[config.mk]
export PLATFORM = sky130hd
export DESIGN_NAME = counter_updn_flat
export DESIGN_NICKNAME = d
export VERILOG_FILES = /design/src/rtl/counter_updn_if.sv /design/src/rtl/counter_updn.sv /design/src/flat_wrapper.sv
export SDC_FILE = /design/constraint.sdc
export NUM_CORES = 1
export LEC_CHECK = 0
export CAP_MARGIN = 20
export CORE_MARGIN = 1
export CORE_UTILIZATION = 26
export CTS_BUF_LIST = sky130_fd_sc_hd__clkbuf_8
export DETAILED_ROUTE_END_ITERATION = 6
export GPL_ROUTABILITY_DRIVEN = 0
export GPL_TIMING_DRIVEN = 0
export PLACE_DENSITY_LB_ADDON = 0.1
export SYNTH_ARGS = -nofsm -noshare
export SYNTH_HDL_FRONTEND = slang
export SYNTH_SLANG_ARGS = --single-unit
[constraint.sdc]
create_clock -name clk -period 2.1 [get_ports clk]
set_clock_uncertainty 0.1 [all_clocks]
set_input_delay 0.315 -clock clk [delete_from_list [all_inputs] [get_ports clk]]
set_output_delay 0.315 -clock clk [all_outputs]
set_load 0.05 [all_outputs]
[src/rtl/counter_updn_if.sv]
// Control/status bundle for counter_updn: load/clear/count controls in, count and flags out.
interface counter_updn_if #(
   parameter int WIDTH = 4
);
   logic             clr;
   logic             ld;
   logic [WIDTH-1:0] d;
   logic             en;
   logic             up;
   logic [WIDTH-1:0] q;
   logic             tc;
   logic             ovf;

   modport master (
      output clr, ld, d, en, up,
      input  q, tc, ovf
   );

   modport slave (
      input  clr, ld, d, en, up,
      output q, tc, ovf
   );
endinterface

[src/rtl/counter_updn.sv]
// Modulo-MODULUS up/down counter with wrap/saturate ends, sticky overflow and cascade terminal count.
module counter_updn #(
   parameter int WIDTH    = 4,
   parameter int MODULUS  = 10,
   parameter int SATURATE = 0
) (
   input  logic           clk,
   input  logic           r,
   counter_updn_if.slave  bus
);

   localparam logic [WIDTH-1:0] TOP     = WIDTH'(MODULUS - 1);
   localparam logic [WIDTH:0]   MOD_EXT = (WIDTH + 1)'(MODULUS);

   logic [WIDTH-1:0] q_reg;
   logic             ovf_reg;
   logic             at_end;
   logic [WIDTH-1:0] ld_val;

   assign at_end = bus.up ? (q_reg == TOP) : (q_reg == '0);

   // Extra top bit lets MODULUS = 2^WIDTH accept every d without clamping.
   assign ld_val = ({1'b0, bus.d} < MOD_EXT) ? bus.d : TOP;

   assign bus.tc  = bus.en & ~bus.ld & ~bus.clr & ~r & at_end;
   assign bus.q   = q_reg;
   assign bus.ovf = ovf_reg;

   always_ff @(posedge clk or posedge r) begin
      if (r) begin
         q_reg   <= '0;
         ovf_reg <= 1'b0;
      end else if (bus.clr) begin
         q_reg   <= '0;
         ovf_reg <= 1'b0;
      end else if (bus.ld) begin
         q_reg <= ld_val;
      end else if (bus.en) begin
         if (at_end) begin
            ovf_reg <= 1'b1;
            if (SATURATE == 0)
               q_reg <= bus.up ? '0 : TOP;
         end else begin
            q_reg <= bus.up ? q_reg + WIDTH'(1) : q_reg - WIDTH'(1);
         end
      end
   end

endmodule

[src/flat_wrapper.sv]
// flat-port wrapper written by rule: the top's interface ports become plain ports
module counter_updn_flat 
#(
   parameter int WIDTH    = 4,
   parameter int MODULUS  = 10,
   parameter int SATURATE = 0
)
  (clk, r, bus_clr, bus_ld, bus_d, bus_en, bus_up, bus_q, bus_tc, bus_ovf);
  counter_updn_if #(.WIDTH(WIDTH)) bus_i ();
  input  logic clk;
  input  logic r;
  input wire logic [$bits(bus_i.clr)-1:0] bus_clr;
  input wire logic [$bits(bus_i.ld)-1:0] bus_ld;
  input wire logic [$bits(bus_i.d)-1:0] bus_d;
  input wire logic [$bits(bus_i.en)-1:0] bus_en;
  input wire logic [$bits(bus_i.up)-1:0] bus_up;
  output wire logic [$bits(bus_i.q)-1:0] bus_q;
  output wire logic [$bits(bus_i.tc)-1:0] bus_tc;
  output wire logic [$bits(bus_i.ovf)-1:0] bus_ovf;
  assign bus_i.clr = bus_clr;
  assign bus_i.ld = bus_ld;
  assign bus_i.d = bus_d;
  assign bus_i.en = bus_en;
  assign bus_i.up = bus_up;
  assign bus_q = bus_i.q;
  assign bus_tc = bus_i.tc;
  assign bus_ovf = bus_i.ovf;
  counter_updn #(.WIDTH(WIDTH), .MODULUS(MODULUS), .SATURATE(SATURATE)) u_core (.clk(clk), .r(r), .bus(bus_i));
endmodule
==> results.yml <==
setup_path:
  max_stage_delay_ns: 0.40
  reg2regPathDepth: 6
  worst-path-max-fanout: 9
  crit_path_top_delay_cell: "dfrtp_2"
  critPathCaptureType: "output port"
  crit_chain: "buf_6 > nor3_2 > o21ai_2 > nor4_4 > buf_4"
  critical_path.startpoint_type: "flop"
  cp.required_ns: 1.68
  regToRegStartpoint: "u_core.bus.q[2]$_DFFE_PP0P_"
  r2r_end: "u_core.bus.q[3]$_DFFE_PP0P_"
  arrival_ns: 1.57
  critical_path_class: "flop to output port"
  r2r_setup_slack_ns: 0.18
synthesis:
  yosysWarnings: 0
  synth_seq_cells: 5
  synthMuxAreaShare: 0
  syn_avg_cell_area_um2: 8.42
  syn-cell-area_um2: 463
  synth-edff-count: 0
  synth_top_family_by_area: "simple AND/OR/NAND/NOR gates"
  synth-simple-area-share: 0.314
  synth_fa_ha_area_frac: 0.0973
  yosysUniqueCellTypes: 27
  synth_xor_area_frac: 0.0378
  synth-main-ff-cell: "dfrtp_1"
  async_reset_ff_frac: 1.00
  synthesis.nets: 68
  syn_inst: 55
  synth_compound_area_frac: 0.192
  ys_seq_area_frac: 0.270
timing:
  layout_min_cycle_time_ns: 1.98
  report.final.setup_viol: 0
  drv_slew: 0
  relSlewSlack: 0.670
  hold_viol: 0
  setup_slack_ns: 0.119
  tightest_slew_ns: 0.493
  finalCritPeriodShare: 0.943
  fmax_mhz: 505
layout:
  diodes: 0
  layout_common_cells: "12 x clkdlybuf4s50_1, 6 x nor2_1, 6 x inv_1"
  post-route-util: 0.433
  synthToLayoutAreaGrowth_pct: 47.6
  drive_above_1_share: 0.219
  layout.cells.most_common: "clkdlybuf4s50_1"
  largest_reg_flops: 4
  fin_nets: 87
detailed_routing:
  firstDrtPassIters: 6
  vias_per_cell: 5.07
  route.vias.total: 451
  wire_per_inst_um: 12.4
  drt-initial-drc-count: 6
  wirelength_mm: 1.10
  ant_nets: 0
  drc: 0
clocking:
  htreeDepth: 1
  cts_buffers: 3
  clock_path_buffers: 2
  cts_root_buffer: "clkbuf_8"
  clk_latency_ns: 0.22
  clock_sinks: 5
  cts.clk_slew.worst_paths_ns: 0.03
  cts_hold_buf: 0
  cts_tree: "built"
placement:
  dpl.hpwl_um: 846
  portBuffers: 14
  dp_slack_ns: -0.708
pwr:
  sw_frac_of_total: 0.309
  ir_drop_v: 0.000349
  combinationalPowerShare: 0.327
  seqPwrFrac: 0.272
  p_switching_mw: 0.130
  p_int_mw: 0.290
  clkPwrFrac: 0.401
  p_leak_nw: 0.291
  powerDensity_nw_per_um2: 615
die:
  fp-row-count: 14
  die_w_um: 44.2
  initial_core_util: 0.294
  io_pins: 16
  core_um2: 1580
  dieArea_um2: 1950
  die_height_um: 44.2
hold_path:
  min_path_cells: 2
  hp-start: "bus_ld"
  min_to: "u_core.bus.q[0]$_DFFE_PP0P_"
  hp-class: "input port to flop"
status:
  outcome: "finished clean"
global_routing:
  grt_pass1_wl_mm: 2.06
  overflow: 0
  grt_max_degree: 10
  grt_pass1_vias: 476
  grt_use_total: 0.143
  antenna_found_initial: 0
flow_run:
  drv_cap: 0
## kinds of logic (layout without fill, tap and decap cells)
group,after synthesis,in the layout
AND/OR/NAND/NOR,25,25
AO/OA/AOI/OAI,13,13
buffers and inverters,7,25
flip-flops,5,5
adder cells (fa/ha/maj),3,3
XOR/XNOR,2,2
## Yosys cell counts, types with 2 or more instances
cell type,number,area [um2]
a21o_1,2,15.0
a21oi_1,5,25.0
buf_6,2,22.5
dfrtp_1,5,125
ha_1,2,25.0
inv_1,5,18.8
nand2_1,2,7.51
nand2b_1,2,12.5
nand3_1,2,10.0
nand3b_1,3,22.5
nor2_1,6,22.5
nor3_1,2,10.0
nor4_1,2,12.5
or2b_1,2,15.0
## timing repair
action,CTS,global route
gates resized for setup,7,3
buffers inserted,0,0
endpoints found under the setup margin,2,2
gates cloned,0,0
## area by class of cell
| class | count | area [um2] |
|---|---|---|
| inverters | 5 | 18.8 |
| multi-input cells | 43 | 317 |
| clock inverters | 1 | 3.75 |
| well taps | 16 | 20.0 |
| clock buffers | 3 | 41.3 |
| repair buffers | 14 | 133 |
| fillers | 159 | 893 |
| flip-flops and latches | 5 | 128 |
| plain buffers | 2 | 22.5 |
## worst max-delay path, delay by kind of cell, from the launching register on
family                 cells  cell delay [ns]
AND/OR/NAND/NOR            2             0.46
AO/OA/AOI/OAI              1             0.12
flip-flops                 1             0.40
buffers and inverters      2             0.37
## metrics by stage
step	hold WS, ns	std cells	total power, mW	setup TNS, ns	area [um2]
5_1_grt	0.241	89	0.451	-0.00391	683
3_3_place_gp	0.384	85	0.252	-1.15	641
3_5_place_dp	0.391	85	0.253	-1.14	641
2_1_floorplan	-0.00662	55	0.203	0	480
6_report	0.218	89	0.420	0	683
4_1_cts	0.218	89	0.427	0	682
## per-layer routing
metal | wire length, um | share of wire | track usage | up-vias
li1 | - | - | - | 233
met1 | 499 | 0.45 | 0.189 | 204
met2 | 551 | 0.50 | 0.232 | 14
met3 | 49 | 0.045 | 0.0367 | 0
met4 | 0 | 0 | 0.0364 | 0
met5 | 0 | 0 | 0 | -
## power by group through the flow
stage	clock [mW]	combinational, mW	sequential, mW
floorplan	0	0.0655	0.137
global placement	0	0.136	0.115
detailed placement	0	0.137	0.115
CTS	0.175	0.138	0.114
global route	0.182	0.154	0.116
finish	0.169	0.137	0.114
## worst max-delay path by stage
stage                                 from                     endpoint  slack (ns)  cells after the start
5_1_grt        u_core.bus.q[2]$_DFFE_PP0P_  u_core.bus.q[3]$_DFFE_PP0P_      -0.004                      6
6_report       u_core.bus.q[3]$_DFFE_PP0P_                       bus_tc        0.12                      5
3_3_place_gp                        bus_up                       bus_tc       -0.70                      5
2_1_floorplan  u_core.bus.q[3]$_DFFE_PP0P_                       bus_tc        0.03                      4
3_5_place_dp                        bus_up                       bus_tc       -0.71                      5
4_1_cts        u_core.bus.q[3]$_DFFE_PP0P_                       bus_tc        0.04                      5
No activity file was read; power rests on OpenSTA's default activity.
